[config.mk]
export PLATFORM = sky130hd
export DESIGN_NAME = ntt_engine
export DESIGN_NICKNAME = d
export VERILOG_FILES = /design/src/rtl/ntt_engine.sv
export SDC_FILE = /design/constraint.sdc
export NUM_CORES = 1
export LEC_CHECK = 0
export ABC_AREA = 1
export BUFFER_PORTS_ARGS = -buffer_cell sky130_fd_sc_hd__buf_2
export CAP_MARGIN = 10
export CORE_MARGIN = 4
export CORE_UTILIZATION = 60
export CTS_CLUSTER_SIZE = 28
export DETAILED_ROUTE_END_ITERATION = 7
export HOLD_SLACK_MARGIN = 0.12
export PLACE_DENSITY = 0.8
export SETUP_SLACK_MARGIN = 0.5
export SYNTH_ARGS = -nofsm -noshare
export SYNTH_HDL_FRONTEND = slang
export SYNTH_SLANG_ARGS = --single-unit
[constraint.sdc]
create_clock -name clk -period 8.95 [get_ports clk]
set_input_delay 0.895 -clock clk [delete_from_list [all_inputs] [get_ports clk]]
set_output_delay 0.895 -clock clk [all_outputs]
set_load 0.01 [all_outputs]
[src/rtl/ntt_engine.sv]
// ntt_engine: in-place radix-2 DIT NTT/INTT over Z_Q with one butterfly and run-time twiddles.
// Words load in natural order (stored bit-reversed), are transformed, optionally scaled by 1/N, and unload in natural order.
module ntt_engine #(
  parameter int LOG_N    = 3,
  parameter int W        = 5,
  parameter int Q        = 17,
  parameter int ROOT     = 2,
  parameter int ROOT_INV = 9,
  parameter int N_INV    = 15
) (
  input  logic         clk,
  input  logic         rstn,
  input  logic         start,
  input  logic         op,
  input  logic         in_valid,
  input  logic [W-1:0] in_data,
  output logic         in_ready,
  output logic         out_valid,
  output logic [W-1:0] out_data,
  input  logic         out_ready,
  output logic         busy,
  output logic         done
);
  localparam int N  = 1 << LOG_N;
  localparam int SW = (LOG_N > 1) ? $clog2(LOG_N) : 1;

  localparam logic [W-1:0]     QW       = W'(Q);
  localparam logic [2*W-1:0]   Q2       = (2*W)'(Q);
  localparam logic [W-1:0]     ONE      = W'(1);
  localparam logic [W-1:0]     ROOT_W   = W'(ROOT);
  localparam logic [W-1:0]     RINV_W   = W'(ROOT_INV);
  localparam logic [W-1:0]     NINV_W   = W'(N_INV);
  localparam logic [LOG_N-1:0] CNT_ONE  = LOG_N'(1);
  localparam logic [LOG_N-1:0] LAST_IDX = LOG_N'(N - 1);
  localparam logic [LOG_N-1:0] PREP_END = LOG_N'(LOG_N - 1);
  localparam logic [LOG_N-2:0] BF_ONE   = (LOG_N-1)'(1);
  localparam logic [LOG_N-2:0] BF_LAST  = (LOG_N-1)'(N/2 - 1);
  localparam logic [SW-1:0]    STG_ONE  = SW'(1);
  localparam logic [SW-1:0]    STG_LAST = SW'(LOG_N - 1);

  typedef enum logic [2:0] {IDLE, LOAD, PREP, COMP, SCALE, UNLOAD} state_t;

  state_t           state, state_nxt;
  logic             op_q;
  logic [LOG_N-1:0] cnt;
  logic [LOG_N-2:0] bfly;
  logic [SW-1:0]    stage;
  logic [W-1:0]     w;
  logic [W-1:0]     sq_q;
  logic [W-1:0]     wm  [LOG_N];
  logic [W-1:0]     mem [N];

  logic [LOG_N-1:0] half, lo_mask, bf_ext, i_lo, i_hi;
  logic [W-1:0]     t, bf_sum, bf_dif, tw_next, root_sel;
  logic [SW-1:0]    wm_idx;
  logic             grp_end;

  function automatic logic [W-1:0] mod_mul(input logic [W-1:0] x, input logic [W-1:0] y);
    logic [2*W-1:0] p;
    p = {{W{1'b0}}, x} * {{W{1'b0}}, y};
    return W'(p % Q2);
  endfunction

  function automatic logic [W-1:0] mod_add(input logic [W-1:0] x, input logic [W-1:0] y);
    logic [W:0] s;
    s = {1'b0, x} + {1'b0, y};
    if (s >= {1'b0, QW}) s = s - {1'b0, QW};
    return s[W-1:0];
  endfunction

  // Both operands are < Q, so x + (Q - y) cannot overflow W bits when x < y.
  function automatic logic [W-1:0] mod_sub(input logic [W-1:0] x, input logic [W-1:0] y);
    return (x >= y) ? (x - y) : (x + (QW - y));
  endfunction

  function automatic logic [LOG_N-1:0] bitrev(input logic [LOG_N-1:0] x);
    logic [LOG_N-1:0] r;
    for (int b = 0; b < LOG_N; b++) r[b] = x[LOG_N-1-b];
    return r;
  endfunction

  assign in_ready  = (state == LOAD);
  assign out_valid = (state == UNLOAD);
  assign busy      = (state != IDLE);
  assign out_data  = (state == UNLOAD) ? mem[cnt] : '0;

  // Butterfly pair for index bfly in stage: low bits stay, high bits shift up past the half-span bit.
  always_comb begin
    half     = CNT_ONE << stage;
    lo_mask  = half - CNT_ONE;
    bf_ext   = {1'b0, bfly};
    i_lo     = ((bf_ext & ~lo_mask) << 1) | (bf_ext & lo_mask);
    i_hi     = i_lo | half;
    grp_end  = ((bf_ext & lo_mask) == lo_mask);
    t        = mod_mul(w, mem[i_hi]);
    bf_sum   = mod_add(mem[i_lo], t);
    bf_dif   = mod_sub(mem[i_lo], t);
    root_sel = op_q ? RINV_W : ROOT_W;
    tw_next  = (cnt == '0) ? root_sel : mod_mul(sq_q, sq_q);
    wm_idx   = STG_LAST - SW'(cnt);
  end

  always_comb begin
    state_nxt = state;
    case (state)
      IDLE:    if (start) state_nxt = LOAD;
      LOAD:    if (in_valid && cnt == LAST_IDX) state_nxt = PREP;
      PREP:    if (cnt == PREP_END) state_nxt = COMP;
      COMP:    if (stage == STG_LAST && bfly == BF_LAST) state_nxt = op_q ? SCALE : UNLOAD;
      SCALE:   if (cnt == LAST_IDX) state_nxt = UNLOAD;
      UNLOAD:  if (out_ready && cnt == LAST_IDX) state_nxt = IDLE;
      default: state_nxt = IDLE;
    endcase
  end

  always_ff @(posedge clk) begin
    if (!rstn) begin
      state <= IDLE;
      op_q  <= 1'b0;
      cnt   <= '0;
      bfly  <= '0;
      stage <= '0;
      w     <= ONE;
      sq_q  <= '0;
      done  <= 1'b0;
    end else begin
      state <= state_nxt;
      done  <= (state == UNLOAD) && out_ready && (cnt == LAST_IDX);
      case (state)
        IDLE: begin
          cnt   <= '0;
          bfly  <= '0;
          stage <= '0;
          w     <= ONE;
          if (start) op_q <= op;
        end
        LOAD:   if (in_valid) cnt <= cnt + CNT_ONE;
        PREP: begin
          sq_q <= tw_next;
          cnt  <= (cnt == PREP_END) ? '0 : cnt + CNT_ONE;
        end
        COMP: begin
          bfly <= bfly + BF_ONE;
          if (bfly == BF_LAST) stage <= stage + STG_ONE;
          w <= grp_end ? ONE : mod_mul(w, wm[stage]);
        end
        SCALE:  cnt <= cnt + CNT_ONE;
        UNLOAD: if (out_ready) cnt <= cnt + CNT_ONE;
        default: ;
      endcase
    end
  end

  // Coefficient buffer and twiddle table carry no reset; every word is rewritten before use.
  always_ff @(posedge clk) begin
    if (state == PREP) wm[wm_idx] <= tw_next;
    case (state)
      LOAD:  if (in_valid) mem[bitrev(cnt)] <= in_data;
      COMP: begin
        mem[i_lo] <= bf_sum;
        mem[i_hi] <= bf_dif;
      end
      SCALE: mem[cnt] <= mod_mul(mem[cnt], NINV_W);
      default: ;
    endcase
  end

endmodule

==> impl_metrics.py, run 1 <==
metrics = {
    "status": {
        "status": "finished, violations left",
        "violations": "design-rule violations, negative setup slack",
    },
    "worst_setup_path": {
        "path_buf_inv": 55,
        "r2r_setup_slack_ns": -0.93,
        "r2r_start": "stage[0]",
        "critical_path_arrival_ns": 10.09,
        "startpoint": "stage[0]",
        "crit_path_max_incr_delay_ns": 0.40,
        "critical_path.top_delay_family": "buffers and inverters",
        "cp.required_ns": 9.16,
        "crit_top_cell": "buf_4",
        "crit_path_end_kind": "flop",
        "cp-endpoint": "mem[7][3]",
        "worstPathMaxFanout": 8,
        "cp_num_cells": 66,
        "path_class": "reg2reg",
        "cp_slowest_cell": "o21ai_2",
        "startpoint_type": "flop",
        "reg2reg_to": "mem[7][3]",
        "ff2ff_path_depth": 66,
    },
    "grt": {
        "first_global_vias": 11846,
        "grt.total_usage_pct": 29.04,
        "grt_max_degree": 34,
        "globalRouteOverflowTotal": 0,
        "grt_pass1_wl_um": 53740,
        "antenna_found_initial": 0,
    },
    "final_layout": {
        "area_delta_synth_final_pct": 21.80,
        "drive_above_1_share_pct": 23.12,
        "final_cell_mix": "nand2_1, inv_1, buf_4, nor2_1, nand3_1",
        "final_common_cell": "nand2_1",
        "nets": 2164,
        "finalInstanceArea_sq_um": 14440,
        "antenna_cells": 0,
    },
    "synthesis": {
        "netlist_instances": 1831,
        "yosysSeqAreaShare_pct": 18.49,
        "yosys_most_used_dff": "edfxtp_1",
        "synth-seq-cells": 82,
        "synth_edf_count": 55,
        "yosys.area.top_type": "nand2_1",
        "ys_async_sr_fraction_pct": 0,
        "synth.distinct_cells": 61,
        "synth.area.top_cells": "nand2_1, edfxtp_1, ha_1",
        "syn-num-nets": 1976,
        "syn_avg_cell_area_sq_um": 6.475,
        "syn-cell-area_sq_um": 11860,
        "synth-warning-count": 0,
        "synth_top_area_share_pct": 16.68,
    },
    "sta": {
        "min_period_over_period_pct": 110.4,
        "fin_skew_ns": 0.01147,
        "post-route-min-period_ns": 9.879,
        "worst_slew_pin_slew_ns": 0.8365,
        "max_freq_mhz": 101.2,
        "rsz0062_at_grt": "yes",
        "slew_headroom_pct": 43.64,
        "hold_viol": 0,
        "drv_slew": 0,
        "fin_ws_ns": -0.9290,
        "timing.setup.tns_ns": -36.05,
        "setup_viol": 40,
    },
    "placed_design": {
        "hpwl_um": 24020,
        "place_area_sq_um": 13160,
        "place_ws_ns": -0.4918,
        "portBuffers": 19,
        "gp_routability_congestion": 0.9685,
    },
    "floorplanning": {
        "core.rowCount": 51,
        "dieWidth_um": 148.6,
        "core_area_sq_um": 19460,
        "start_util_pct": 60.92,
        "dieArea_sq_um": 22070,
        "die_h_um": 148.6,
        "io_pins": 20,
    },
    "drt": {
        "wirelength_um": 32900,
        "drc": 4,
        "drtIter0Drc": 1205,
        "viasPerCell": 5.508,
        "vias": 12608,
        "ant_nets": 0,
        "drtPass1Iterations": 8,
        "wl_per_cell_um": 14.37,
    },
    "clock_network": {
        "htree_levels": 3,
        "ctsHoldBuffers": 0,
        "cts_tree": "done",
        "cts.reportedPaths.clkPinSlew_ns": 0.07,
        "cts.sinks": 82,
        "numCtsBuffers": 9,
        "worstSkewPairLatency_ns": 0.35,
        "cts_root_buf": "clkbuf_16",
        "clockBufferDepth": 2,
    },
    "hold_path": {
        "hold_path_class": "reg2reg",
    },
    "flow_run": {
        "drv_cap": 0,
    },
}
[sequential cells by signal (all words and copies together) (netlist names), 2 cells and up, named ones only]
register  count
w             5
mem          40
state         3
bfly          2
wm           15
stage         2
sq_q          5
cnt           3
[metrics by stage]
step           cells  utilization (%)  hold slack [ns]
3_3_place_gp    2194            67.61           0.4691
6_report        2289            74.20           0.4955
3_5_place_dp    2194            67.61           0.4844
2_1_floorplan   1831                -           0.4488
5_1_grt         2289            74.20           0.5489
4_1_cts         2279            72.74           0.4984
[area by class of cell]
type	count	area (sq um)
multi-input combinational	1416	8945
fill	1481	5021
sequential	82	2197
timing repair buffer	195	1473
inverter	315	1195
tap	265	331.6
clock buffer	9	225.2
clock inverter	7	75.07
[what timing repair did]
action / in CTS / in global routing
pin swaps: 57 / 46
setup endpoints to repair: 40 / 60
resized for setup: 39 / 49
setup buffers: 69 / 10
hold endpoints to repair: 0 / 0
[worst min-delay path, stage by stage, from the launching register on]
cell and delay (ns):
dfxtp_1 0.32, nand2_1 0.07, a21oi_1 0.05
[cell usage after synthesis, types with 7 or more instances]
library cell and number:
nand2_1 527, inv_1 284, nor2_1 144, nand3_1 113, o21ai_0 105, ha_1 101
a21oi_1 92, nand2_2 72, edfxtp_1 55, xor2_1 34, fa_1 33, nand4_1 32
dfxtp_1 27, inv_2 27, nand3_2 22, xnor2_1 15, clkbuf_1 13, nand3b_1 12
nand2_4 11, o21ai_1 9, nor2_2 7, nor3_1 7
[cell families (layout without fill, tap and decap cells)]
kind of cell / Yosys count / after routing / share of synthesized area (%)
flops: 82 / 82 / 18.49
compound gates: 256 / 256 / 12.32
mux: 1 / 1 / 0.08443
simple gates: 970 / 970 / 37.84
fa+ha+maj: 134 / 134 / 16.23
buf+inv: 333 / 526 / 10.60
xor+xnor: 55 / 55 / 4.443
[layer usage]
metal | global-route usage (%) | share of wire (%) | routed length, um
met1 | 36.05 | 40 | 13070
met2 | 50.85 | 48 | 15950
met3 | 3.991 | 7.3 | 2403
met4 | 11.78 | 4.5 | 1475
met5 | 0 | 0 | 0
[worst min-delay path by stage]
stage	cells past startpoint	start	to	slack (ns)
global placement	2	op_q	op_q	0.47
global route	2	op_q	op_q	0.55
detailed placement	2	op_q	op_q	0.48
floorplan	2	op_q	op_q	0.45
finish	2	op_q	op_q	0.50
CTS	2	op_q	op_q	0.50
Power of run 1 is left out: the tool's default activity adds up to more than one toggle a clock period on the data nets, which glitch-free logic cannot reach.
==> inputs of run 2 (changes only) <==
--- a/config.mk
+++ b/config.mk
@@ -8,12 +8,12 @@
 export ABC_AREA = 1
 export BUFFER_PORTS_ARGS = -buffer_cell sky130_fd_sc_hd__buf_2
 export CAP_MARGIN = 10
-export CORE_MARGIN = 4
-export CORE_UTILIZATION = 60
+export CORE_UTILIZATION = 55
 export CTS_CLUSTER_SIZE = 28
 export DETAILED_ROUTE_END_ITERATION = 7
 export HOLD_SLACK_MARGIN = 0.12
-export PLACE_DENSITY = 0.8
+export PLACE_DENSITY = 0.74
+export REMOVE_ABC_BUFFERS = 1
 export SETUP_SLACK_MARGIN = 0.5
 export SYNTH_ARGS = -nofsm -noshare
 export SYNTH_HDL_FRONTEND = slang
==> impl_metrics.py, run 2 (same netlist as run 1, synthesis figures left out) <==
metrics = {
    "status": {
        "status": "finished, violations left",
        "violations": "negative setup slack",
    },
    "grt": {
        "met1_usage_pct": 35.94,
        "grt-busiest-layer": "met2",
        "first_global_vias": 11527,
        "grt.total_usage_pct": 28.54,
        "antenna_found_initial": 0,
        "grt_pass1_wl_um": 51830,
        "globalRouteOverflowTotal": 0,
        "grtUsageMet3_pct": 3.547,
        "grtUsageMet2_pct": 50.49,
        "grt_max_degree": 34,
    },
    "drt": {
        "ant_nets": 0,
        "wirelength_um": 31640,
        "wl_per_cell_um": 13.84,
        "viasPerCell": 5.347,
        "drtPass1Iterations": 8,
        "drtIter0Drc": 789,
        "drc": 0,
        "vias": 12228,
    },
    "clock_network": {
        "htree_levels": 3,
        "cts_root_buf": "clkbuf_16",
        "cts.sinks": 82,
        "clockBufferDepth": 2,
        "worstSkewPairLatency_ns": 0.34,
        "cts.reportedPaths.clkPinSlew_ns": 0.06,
        "numCtsBuffers": 9,
        "cts_tree": "done",
    },
    "floorplanning": {
        "die_h_um": 148.8,
        "start_util_pct": 56.22,
        "core.rowCount": 53,
        "dieArea_sq_um": 22150,
        "core_area_sq_um": 21090,
        "io_pins": 20,
        "dieWidth_um": 148.8,
    },
    "sta": {
        "setup_viol": 40,
        "holdWs_ns": 0.5001,
        "fin_skew_ns": 0.006282,
        "slew_headroom_pct": 33.73,
        "fin_ws_ns": -0.6039,
        "min_period_over_period_pct": 106.7,
        "post-route-min-period_ns": 9.554,
        "max_freq_mhz": 104.7,
        "rsz0062_at_grt": "yes",
        "worst_slew_pin_slew_ns": 0.9865,
        "hold_viol": 0,
        "drv_slew": 0,
    },
    "worst_setup_path": {
        "startpoint_type": "flop",
        "crit_path_end_kind": "flop",
        "critical_path_arrival_ns": 9.65,
        "worstPathMaxFanout": 8,
        "cp.required_ns": 9.04,
        "r2r_setup_slack_ns": -0.60,
        "cp_slowest_cell": "fa_1",
        "crit_path_max_incr_delay_ns": 0.56,
        "path_class": "reg2reg",
        "crit_top_cell": "nand2_4",
    },
    "final_layout": {
        "antenna_cells": 0,
        "final_common_cell": "nand2_1",
        "top_register": "mem",
        "largestRegisters": "mem x40, wm x15",
        "area_delta_synth_final_pct": 22.76,
        "final_cell_mix": "nand2_1, inv_1, buf_4, nor2_1, nand2_2",
        "drive_above_1_share_pct": 24.50,
        "largest_reg_flops": 40,
        "nets": 2152,
    },
    "placed_design": {
        "portBuffers": 19,
        "hpwl_um": 24070,
        "gp_routability_congestion": 0.9206,
    },
    "hold_path": {
        "hold_path_class": "reg2reg",
    },
    "flow_run": {
        "drv_cap": 0,
    },
}
## run 2: path summary, 6_finish.rpt
check | start | to | cells after the start
max | stage[0] | mem[3][3] | 74
min | op_q | op_q | 2
max reg2reg | stage[0] | mem[3][3] | 74
min reg2reg | op_q | op_q | 2
## run 2: final cells by class
| type | instances | area (sq um) |
|---|---|---|
| fill | 1783 | 6533 |
| multi-input combinational | 1416 | 9114 |
| clock inverter | 6 | 81.33 |
| timing repair buffer | 183 | 1388 |
| clock buffer | 10 | 229.0 |
| sequential | 82 | 2197 |
| tap | 275 | 344.1 |
| inverter | 315 | 1202 |
## run 2: layer usage
| metal | part of all wire, % | routed length (um) | vias to the layer above |
|---|---|---|---|
| met3 | 5.7 | 1807 | 83 |
| li1 | - | - | 6210 |
| met2 | 49 | 15540 | 369 |
| met4 | 2.9 | 922 | 0 |
| met5 | 0 | 0 | - |
| met1 | 42 | 13370 | 5566 |
## run 2: timing repair
item	4_1_cts	5_1_grt
gates cloned	0	0
hold buffers	0	0
pin swaps	68	82
setup endpoints to repair	40	40
gates resized for setup	87	101
buffers inserted	28	15
## run 2: per-stage QoR
step           TNS, ns  util, %  cells  cell area (sq um)  worst slack (ns)
6_report        -20.38    69.02   2287              14560           -0.6039
3_3_place_gp    -24.07    62.36   2227              13150           -0.6439
4_1_cts         -13.73    66.54   2271              14030           -0.3966
5_1_grt         -42.56    69.02   2287              14560            -1.184
3_5_place_dp    -35.22    62.36   2227              13150           -0.9484
2_1_floorplan   -57.70        -   1813              11780            -1.519
## run 2: critical path: cells and delay by family, from the launching register on
family | cells | cell delay (ns)
AOI/OAI and AO/OA | 8 | 1.01
adders and majority gates | 8 | 2.57
DFF | 1 | 0.38
xor gates and xnor gates | 2 | 0.32
buffers and inverters | 13 | 1.10
and+or+nand+nor | 43 | 3.91
Power of run 2 is left out for the same reason.
==> inputs of run 3 (changes only) <==
==> constraint.sdc (replaced) <==
create_clock -name clk -period 7.8 [get_ports clk]
set_input_delay 0.78 -clock clk [delete_from_list [all_inputs] [get_ports clk]]
set_output_delay 0.78 -clock clk [all_outputs]
set_load 0.01 [all_outputs]
==> impl_metrics.py, run 3 (same netlist as run 1, synthesis figures left out) <==
metrics = {
    "final_layout": {
        "largest_reg_flops": 40,
        "area_delta_synth_final_pct": 27.48,
        "nets": 2215,
        "antenna_cells": 0,
        "finalInstanceArea_sq_um": 15110,
        "largestRegisters": "mem x40, wm x15",
        "final_common_cell": "nand2_1",
        "top_register": "mem",
        "final_cell_mix": "nand2_1, inv_1, buf_4, nor2_1, nand2_2",
        "drive_above_1_share_pct": 27.47,
    },
    "worst_setup_path": {
        "path_class": "reg2reg",
        "startpoint": "stage[0]",
        "crit_top_cell": "nand2_4",
        "cp_slowest_cell": "fa_1",
        "path_buf_inv": 13,
        "startpoint_type": "flop",
        "worstPathMaxFanout": 8,
        "critical_path.top_delay_family": "simple AND/OR/NAND/NOR gates",
        "cp.required_ns": 7.89,
        "r2r_start": "stage[0]",
        "critical_path_arrival_ns": 9.69,
        "crit_path_max_incr_delay_ns": 0.56,
        "crit_path_end_kind": "flop",
    },
    "sta": {
        "setup_viol": 40,
        "worst_slew_pin_slew_ns": 0.8682,
        "hold_viol": 0,
        "drv_slew": 0,
        "post-route-min-period_ns": 9.593,
        "max_freq_mhz": 104.2,
        "timing.setup.tns_ns": -69.59,
        "fin_ws_ns": -1.793,
        "slew_headroom_pct": 41.51,
        "rsz0062_at_grt": "yes",
        "fin_skew_ns": 0.008922,
        "min_period_over_period_pct": 123.0,
    },
    "placed_design": {
        "place_area_sq_um": 13540,
        "portBuffers": 19,
        "gp_routability_congestion": 0.9260,
        "hpwl_um": 24640,
    },
    "clock_network": {
        "cts_root_buf": "clkbuf_16",
        "ctsHoldBuffers": 0,
        "clockBufferDepth": 2,
        "cts.reportedPaths.clkPinSlew_ns": 0.06,
        "htree_levels": 3,
        "worstSkewPairLatency_ns": 0.34,
        "cts_tree": "done",
        "cts.sinks": 82,
        "numCtsBuffers": 9,
    },
    "grt": {
        "grt_max_degree": 34,
        "grt_pass1_wl_um": 52960,
        "globalRouteOverflowTotal": 0,
        "first_global_vias": 11808,
        "antenna_found_initial": 0,
        "grt.total_usage_pct": 29.27,
    },
    "flow_run": {
        "drv_cap": 0,
    },
    "floorplanning": {
        "io_pins": 20,
        "core_area_sq_um": 21090,
        "core.rowCount": 53,
        "start_util_pct": 56.22,
        "die_h_um": 148.8,
        "dieArea_sq_um": 22150,
        "dieWidth_um": 148.8,
    },
    "hold_path": {
        "hold_path_class": "reg2reg",
        "hold_path_startpoint": "op_q",
    },
    "drt": {
        "wirelength_um": 33050,
        "viasPerCell": 5.363,
        "vias": 12603,
        "drtPass1Iterations": 7,
        "wl_per_cell_um": 14.06,
        "drtIter0Drc": 914,
        "ant_nets": 0,
        "drc": 0,
    },
    "status": {
        "status": "finished, violations left",
        "violations": "negative setup slack",
    },
}
[run 3: cell count changes in the layout (fill, tap and decap cells not counted), moves of 5 or more]
cell     before  now
nand2_2     104  111
nand2_1     482  475
nor2_1      141  134
nor2_2        6   13
nand3_2      29   22
nand3_4       7   12
buf_4       153  208
buf_6         7   16
[run 3: stage by stage]
step                      util, %  hold WS [ns]  setup slack [ns]  cells
after floorplan                 -        0.4488            -2.669   1813
after global placement      64.19        0.4757            -1.865   2280
after detailed placement    64.19        0.4882            -2.197   2280
after CTS                   68.76        0.4958            -1.568   2330
after global routing        71.67        0.5088            -2.325   2350
final                       71.67        0.4914            -1.793   2350
[run 3: layout make-up]
class / count / area, sq um
clock buffer: 15 / 300.3
clock inverter: 1 / 30.03
fill: 1699 / 5973
inverter: 315 / 1204
multi-input combinational: 1416 / 9164
sequential: 82 / 2203
tap: 275 / 344.1
timing repair buffer: 245 / 1862
timing repair inverter: 1 / 7.507
[run 3: final timing paths]
path                    end  slack [ns]  cells after the start
hold reg to reg        op_q        0.49                      2
hold / removal         op_q        0.49                      2
setup reg to reg  mem[6][3]       -1.79                     72
setup / recovery  mem[6][3]       -1.79                     72
[run 3: worst reg2reg max path: cells and delay by family, from the launching register on]
family | cells | cell delay [ns]
flip-flops | 1 | 0.38
AO/OA/AOI/OAI | 6 | 0.71
adder cells (fa/ha/maj) | 8 | 2.68
buffers and inverters | 13 | 1.04
AND/OR/NAND/NOR | 42 | 4.02
XOR/XNOR | 3 | 0.53
[run 3: metal layers]
metal	vias up	GRT usage, %	part of all wire (%)
met2	412	51.14	49
met4	0	11.22	3.1
met5	-	0	0
li1	6340	-	-
met3	84	4.128	6.0
met1	5767	36.35	42
[run 3: repair_timing]
action / CTS / global route
pin swaps: 71 / 65
buffers inserted: 34 / 18
cloned: 0 / 1
gates resized for setup: 99 / 124
setup endpoints to repair: 44 / 62
Power of run 3 is left out for the same reason.
